## config.mk

```make
export PLATFORM = sky130hd
export DESIGN_NAME = imem_loader
export DESIGN_NICKNAME = d
export VERILOG_FILES = /design/src/rtl/imem_loader_pkg.sv /design/src/rtl/imem_loader_word_assembler.sv /design/src/rtl/imem_loader.sv
export SDC_FILE = /design/constraint.sdc
export NUM_CORES = 1
export LEC_CHECK = 0
export CAP_MARGIN = 10
export CORE_AREA = 8 8 143 159
export CTS_BUF_LIST = sky130_fd_sc_hd__clkbuf_8
export CTS_CLUSTER_DIAMETER = 40
export DETAILED_ROUTE_END_ITERATION = 8
export DIE_AREA = 0 0 151 167
export GPL_ROUTABILITY_DRIVEN = 1
export PLACE_DENSITY = 0.58
export RECOVER_POWER = 25
export SYNTH_ARGS = -nofsm -noshare
export SYNTH_HDL_FRONTEND = slang
export SYNTH_SLANG_ARGS = --single-unit
```

## constraint.sdc

```tcl
create_clock -name clk -period 4 [get_ports clk]
set_input_delay 0.6 -clock clk [delete_from_list [all_inputs] [get_ports clk]]
set_output_delay 0.6 -clock clk [all_outputs]
set_load 0.1 [all_outputs]
```

## src/rtl/imem_loader_pkg.sv

```systemverilog
// rtl/imem_loader_pkg.sv - shared state encoding and constants for the imem loader
package imem_loader_pkg;

  typedef enum logic [2:0] {
    ST_IDLE   = 3'd0,
    ST_CNT_LO = 3'd1,
    ST_CNT_HI = 3'd2,
    ST_DATA   = 3'd3,
    ST_FINISH = 3'd4,
    ST_ERROR  = 3'd5
  } state_t;

  localparam logic [7:0] CMD_LOAD       = 8'h4C;
  localparam int         BYTES_PER_WORD = 4;
  localparam int         WORD_WIDTH     = 8 * BYTES_PER_WORD;
  // Word-aligned byte-address step, shared with the PC adder.
  localparam int         ADDR_INCR      = 4;

  function automatic logic is_busy(input state_t s);
    return (s == ST_CNT_LO) || (s == ST_CNT_HI) || (s == ST_DATA) || (s == ST_FINISH);
  endfunction

endpackage

```

## src/rtl/imem_loader_word_assembler.sv

```systemverilog
// rtl/imem_loader_word_assembler.sv - packs little-endian bytes into words
module imem_loader_word_assembler
  import imem_loader_pkg::*;
(
  input  logic                  clk,
  input  logic                  rst,
  input  logic                  clear,
  input  logic                  byte_valid,
  input  logic [7:0]            byte_data,
  output logic [WORD_WIDTH-1:0] word,
  output logic                  word_done
);

  localparam int NB_IDX = $clog2(BYTES_PER_WORD);

  logic [NB_IDX-1:0]     idx_q;
  logic [WORD_WIDTH-1:0] shift_q;

  // word includes the byte arriving this cycle, so the top can capture it on the 4th strobe.
  always_comb begin
    word                       = shift_q;
    word[{idx_q, 3'b000} +: 8] = byte_data;
    word_done                  = byte_valid && (idx_q == NB_IDX'(BYTES_PER_WORD - 1));
  end

  always_ff @(posedge clk or posedge rst) begin
    if (rst) begin
      idx_q   <= '0;
      shift_q <= '0;
    end else if (clear) begin
      idx_q   <= '0;
      shift_q <= '0;
    end else if (byte_valid) begin
      idx_q   <= idx_q + NB_IDX'(1);
      shift_q <= word;
    end
  end

endmodule

```

## src/rtl/imem_loader.sv

```systemverilog
// rtl/imem_loader.sv - UART-fed instruction memory loader that holds the CPU while loading
module imem_loader
  import imem_loader_pkg::*;
#(
  parameter int         IMEM_ADDR_WIDTH = 10,
  parameter int         IMEM_DATA_WIDTH = 32,
  parameter logic [7:0] CMD_LOAD        = imem_loader_pkg::CMD_LOAD,
  parameter int         TIMEOUT_CYCLES  = 1_000_000,
  parameter int         NB_TIMEOUT      = 20
) (
  input  logic                       clk,
  input  logic                       i_rst,
  input  logic [7:0]                 i_rx_data,
  input  logic                       i_rx_valid,
  output logic [IMEM_ADDR_WIDTH-1:0] o_imem_waddr,
  output logic [IMEM_DATA_WIDTH-1:0] o_imem_wdata,
  output logic                       o_imem_wen,
  output logic                       o_cpu_en,
  output logic                       o_cpu_rst,
  output logic                       o_busy,
  output logic                       o_done,
  output logic                       o_err
);

  localparam logic [16:0]           CAPACITY   = 17'(2 ** (IMEM_ADDR_WIDTH - 2));
  localparam logic [NB_TIMEOUT-1:0] TIMER_LAST = NB_TIMEOUT'(TIMEOUT_CYCLES - 1);

  state_t                     state_q, state_d;
  logic [7:0]                 count_lo_q;
  logic [15:0]                remain_q;
  logic [IMEM_ADDR_WIDTH-1:0] addr_q;
  logic [NB_TIMEOUT-1:0]      timer_q;
  logic                       wen_q;
  logic [IMEM_ADDR_WIDTH-1:0] waddr_q;
  logic [IMEM_DATA_WIDTH-1:0] wdata_q;

  logic [15:0]                count_full;
  logic [NB_TIMEOUT-1:0]      timer_inc;
  logic                       timeout;
  logic                       in_data;
  logic [WORD_WIDTH-1:0]      word;
  logic                       word_done;

  assign count_full = {i_rx_data, count_lo_q};
  assign timer_inc  = timer_q + NB_TIMEOUT'(1);
  // An arriving byte always beats an expiring timer.
  assign timeout    = (timer_inc == TIMER_LAST) && !i_rx_valid;
  assign in_data    = (state_q == ST_DATA);

  imem_loader_word_assembler u_word_assembler (
    .clk        (clk),
    .rst        (i_rst),
    .clear      (!in_data),
    .byte_valid (in_data && i_rx_valid),
    .byte_data  (i_rx_data),
    .word       (word),
    .word_done  (word_done)
  );

  always_ff @(posedge clk or posedge i_rst) begin
    if (i_rst) state_q <= ST_IDLE;
    else       state_q <= state_d;
  end

  always_comb begin
    state_d   = state_q;
    o_cpu_en  = (state_q == ST_IDLE);
    o_busy    = is_busy(state_q);
    o_cpu_rst = (state_q == ST_FINISH);
    o_done    = (state_q == ST_FINISH);
    o_err     = (state_q == ST_ERROR);
    case (state_q)
      ST_IDLE: begin
        if (i_rx_valid && (i_rx_data == CMD_LOAD)) state_d = ST_CNT_LO;
      end
      ST_CNT_LO: begin
        if (i_rx_valid)   state_d = ST_CNT_HI;
        else if (timeout) state_d = ST_ERROR;
      end
      ST_CNT_HI: begin
        if (i_rx_valid) begin
          if (count_full == 16'd0)                state_d = ST_FINISH;
          else if ({1'b0, count_full} > CAPACITY) state_d = ST_ERROR;
          else                                    state_d = ST_DATA;
        end else if (timeout) begin
          state_d = ST_ERROR;
        end
      end
      ST_DATA: begin
        if (word_done && (remain_q <= 16'd1)) state_d = ST_FINISH;
        else if (timeout)                     state_d = ST_ERROR;
      end
      ST_FINISH: state_d = ST_IDLE;
      ST_ERROR:  state_d = ST_IDLE;
      default:   state_d = ST_IDLE;
    endcase
  end

  always_ff @(posedge clk or posedge i_rst) begin
    if (i_rst) begin
      count_lo_q <= '0;
      remain_q   <= '0;
      addr_q     <= '0;
      timer_q    <= '0;
      wen_q      <= 1'b0;
      waddr_q    <= '0;
      wdata_q    <= '0;
    end else begin
      wen_q <= 1'b0;

      if ((state_q == ST_CNT_LO) || (state_q == ST_CNT_HI) || in_data)
        timer_q <= i_rx_valid ? '0 : timer_inc;
      else
        timer_q <= '0;

      if ((state_q == ST_CNT_LO) && i_rx_valid) count_lo_q <= i_rx_data;

      if ((state_q == ST_CNT_HI) && i_rx_valid) begin
        remain_q <= count_full;
        addr_q   <= '0;
      end

      // Capture the finished word; the write strobe appears the following cycle.
      if (in_data && word_done) begin
        wen_q   <= 1'b1;
        waddr_q <= addr_q;
        wdata_q <= word;
        addr_q  <= addr_q + IMEM_ADDR_WIDTH'(ADDR_INCR);
        if (remain_q != 16'd0) remain_q <= remain_q - 16'd1;
      end
    end
  end

  assign o_imem_wen   = wen_q;
  assign o_imem_waddr = waddr_q;
  assign o_imem_wdata = wdata_q;

endmodule

```

==> summary.md <==
• **worst supply voltage drop on vdd** 0.399 mV
• **initial antenna violation count** 0
• **number of enable-type register cells in the synthesized netlist** 0
• **number of max-cap violations** 1
• **drt pass-1 iters** 5
• **highest fanout seen on the critical path** 13
• **Largest stage delay, worst path** 1.14 ns
• **number of gates resized after cts** 0
• **crit-path leading delay family** buffers and inverters
• **power per standard cell area** 472 nW/um^2
• **final routed wirelength across all metal layers** 15200 um
• **Final Hold Viols** 0
• **final count of negative-setup-slack endpoints** 0
• **clock root cell** sky130_fd_sc_hd__clkbuf_8
• **number of global-route vias before repair** 4667
• **Antenna diodes** 0
• **most frequent cell after synthesis** sky130_fd_sc_hd__dfrtp_1
• **Total Power** 3360 uW
• **most used standard cells in the synthesized netlist** sky130_fd_sc_hd__dfrtp_1 (122), sky130_fd_sc_hd__nor2_1 (111), sky130_fd_sc_hd__nand2_1 (59)
• **area used by sequential logic in the layout** 3050 um^2
• **y dimension of the die** 167 um
• **pins over their slew limit** 60
• **Critical Path RT** 3.40 ns
• **initial standard-cell utilization of the core** 29.4%
• **Levels on crit path** 3
• **CP Data Arrival Time** 2.59 ns
• **clock latency reported for the late side of the worst-skew pair** 0.45 ns
• **post-route clock skew** 0.0123 ns
• **Post-CTS Setup Inserts** 0
• **met3 WL post-DR** 772 um
• **Filler Cells Inserted** 2092
• **kind of critical path** reg2out
• **area delta synth->final** 20.2%
• **area of the core** 20100 um^2
• **minimum setup slack among reg-to-reg paths** 1.21 ns
• **cell types with the largest area share after synthesis** sky130_fd_sc_hd__dfrtp_1 (52%), sky130_fd_sc_hd__nor2_1 (7.0%), sky130_fd_sc_hd__nand2_1 (3.7%), sky130_fd_sc_hd__a221oi_1 (3.6%), sky130_fd_sc_hd__a22oi_1 (3.0%)
• **multi-input logic area** 2620 um^2
• **post-detailed-route count of antenna-violating nets** 0
• **reg2reg path depth** 6
• **Via-to-Cell Ratio** 5.09
• **number of rows created at floorplan** 55
• **final RePlAce weighted congestion** 0.761
• **standard cell with the maximum stage delay on the critical path** sky130_fd_sc_hd__clkdlybuf4s50_1
• **met1 wire length** 7010 um
• **share of flip-flops with an asynchronous set or reset** 100%
• **outcome** complete, but fails checks
• **Post-Syn Area** 5910 um^2
• **drc violations** 0
• **number of flip-flops and latches in the synthesized netlist** 122
• **number of placed I/O pins** 59
• **startpoint of the most critical setup path** state_q[0]
• **Clock Sinks** 122
• **static leakage** 0.00297 uW
• **Reg2Reg Capture Point** state_q[2]
• **class of the most critical hold timing path** reg2reg
• **RR Startpoint** timer_q[4]
• **grt total ovfl** 0
• **Worst-Margin Slew** 1.53 ns
• **number of CTS-inserted buffers** 17
• **NumNets Final** 685
• **Critical Path End Type** output pin
• **CP Cell Sequence** nor2_1, and2_1, clkdlybuf4s50_1
• **share of post-route cells with drive strength above 1** 9.16%
• **total number of yosys warnings** 0
• **Avg Synthesized Cell Area** 9.57 um^2
• **post-synthesis instance total** 618
• **share of the synthesized area in the top cell type** 51.6%
• **top sig layer** met4
• **Most used DFF post-synth** sky130_fd_sc_hd__dfrtp_1
• **hold buffer count at cts** 0
• **sequential cell area fraction in the yosys report** 51.6%
• **Total Die Area** 25200 um^2
• **die extent in x** 151 um
• **count of vias placed by the detailed router** 4752
• **post-route minimum period** 3.19 ns
• **clock slew seen by the registers of the worst setup and hold paths** 0.07 ns
• **post-detail-place hpwl** 10100 um
• **top achievable clock speed** 314 MHz
• **fraction of the cycle the final worst path needs** 79.7%
• **GRT Overall Usage** 12.5%
• **violated checks** capacitance limit, slew limit
• **worst hold start** o_imem_wdata[29]
• **type of element launching the critical path** flop
• **DRC violation total after the first TritonRoute iteration** 337
• **count of input and output buffers** 56
• **amount of wire on met2 after detailed routing** 7270 um
• **deepest level of the CTS H-tree** 4
• **final routed wire length divided by cell count** 16.3 um
• **Yosys top cell by area** sky130_fd_sc_hd__dfrtp_1
• **largest net degree at the start of global routing** 60
• **TNS Setup** 0 ns
• **worst-case clock buffer depth** 2
• **critical path endpoint** o_cpu_rst
• **TritonCTS clock tree** done
• **number of distinct library cells after synthesis** 58
• **worst max-slew margin expressed relative to the limit** -1.75%
• **buffer and inverter count on the worst path** 1
• **first-pass GRT wire length** 25100 um
• **setup repair after global routing missed its margin** no
[per-stage QoR]
step           instance area (um^2)  instances  hold slack (ns)  worst slack [ns]  utilization, %
5_1_grt                        7110        933            0.509             0.552            35.4
3_3_place_gp                   6730        901            0.456             0.748            33.5
3_5_place_dp                   6730        901            0.467             0.718            33.5
4_1_cts                        7130        933            0.481             0.790            35.5
6_report                       7110        933            0.471             0.813            35.4
2_1_floorplan                  5920        619            0.450             0.157               -
[worst min path at each step]
stage                       end  slack, ns  depth (start not counted)
3_3_place_gp   o_imem_wdata[25]       0.46                          2
2_1_floorplan      remain_q[14]       0.45                          1
4_1_cts        o_imem_wdata[29]       0.48                          2
3_5_place_dp   o_imem_wdata[29]       0.47                          2
5_1_grt        o_imem_wdata[31]       0.51                          2
6_report       o_imem_wdata[29]       0.47                          2
[routing by layer]
layer  GRT usage (%)  vias to the layer above
met5               0                        -
met4            3.23                        0
met1            16.8                     2338
li1                -                     2291
met3            3.63                       13
met2            19.2                      110
[layout by cell type (no fill, tap or decap), drive strengths merged, types with 8 or more instances in the layout]
master           n
buf             12
nor3            11
nor2           111
nand4           10
ha              10
a21oi           24
a22oi           24
and3             9
a221oi          24
nand2           59
dfrtp          122
a311oi           8
clkinv           9
inv             16
clkdlybuf4s50   55
xnor2           11
mux2             9
nand3           21
clkbuf          20
xor2            11
o21ai           20
or3             10
[worst reg2reg max path, delay by kind of cell, from the launching register on]
kind / cells / cell delay [ns]
and+or+nand+nor: 4 / 1.74
AOI/OAI and AO/OA: 2 / 0.53
DFF: 1 / 0.43
[state kept, by name, summed over array words and instances (netlist names)]
name and count:
o_imem_waddr 8, timer_q 20, u_word_assembler.shift_q 24, state_q 3
remain_q 16, o_imem_wdata 32, u_word_assembler.idx_q 2, addr_q 8
count_lo_q 8, o_imem_wen 1
[cells by family after synthesis]
kind of cell    count (synthesis)  synth area share (%)
compound gates                123                  14.9
xor+xnor                       22                  3.26
fa+ha+maj                      10                  2.12
buf+inv                        59                  4.08
flops                         122                  51.6
mux                            10                  1.88
other cells                     1                0.0634
simple gates                  271                  22.1
[power by group]
part | internal (uW) | switching (uW)
Clock | 633 | 476
Combinational | 244 | 458
Sequential | 1380 | 171
Total | 2250 | 1100
[cell type report]
cell class / instances / area share [%]
inverters: 16 / 0.862
repair buffers: 69 / 9.22
flip-flops and latches: 122 / 42.9
well taps: 256 / 4.50
clock buffers: 19 / 3.68
multi-input cells: 438 / 36.9
clock inverters: 13 / 1.90
Note: power is estimated with default switching activity, not from simulation.
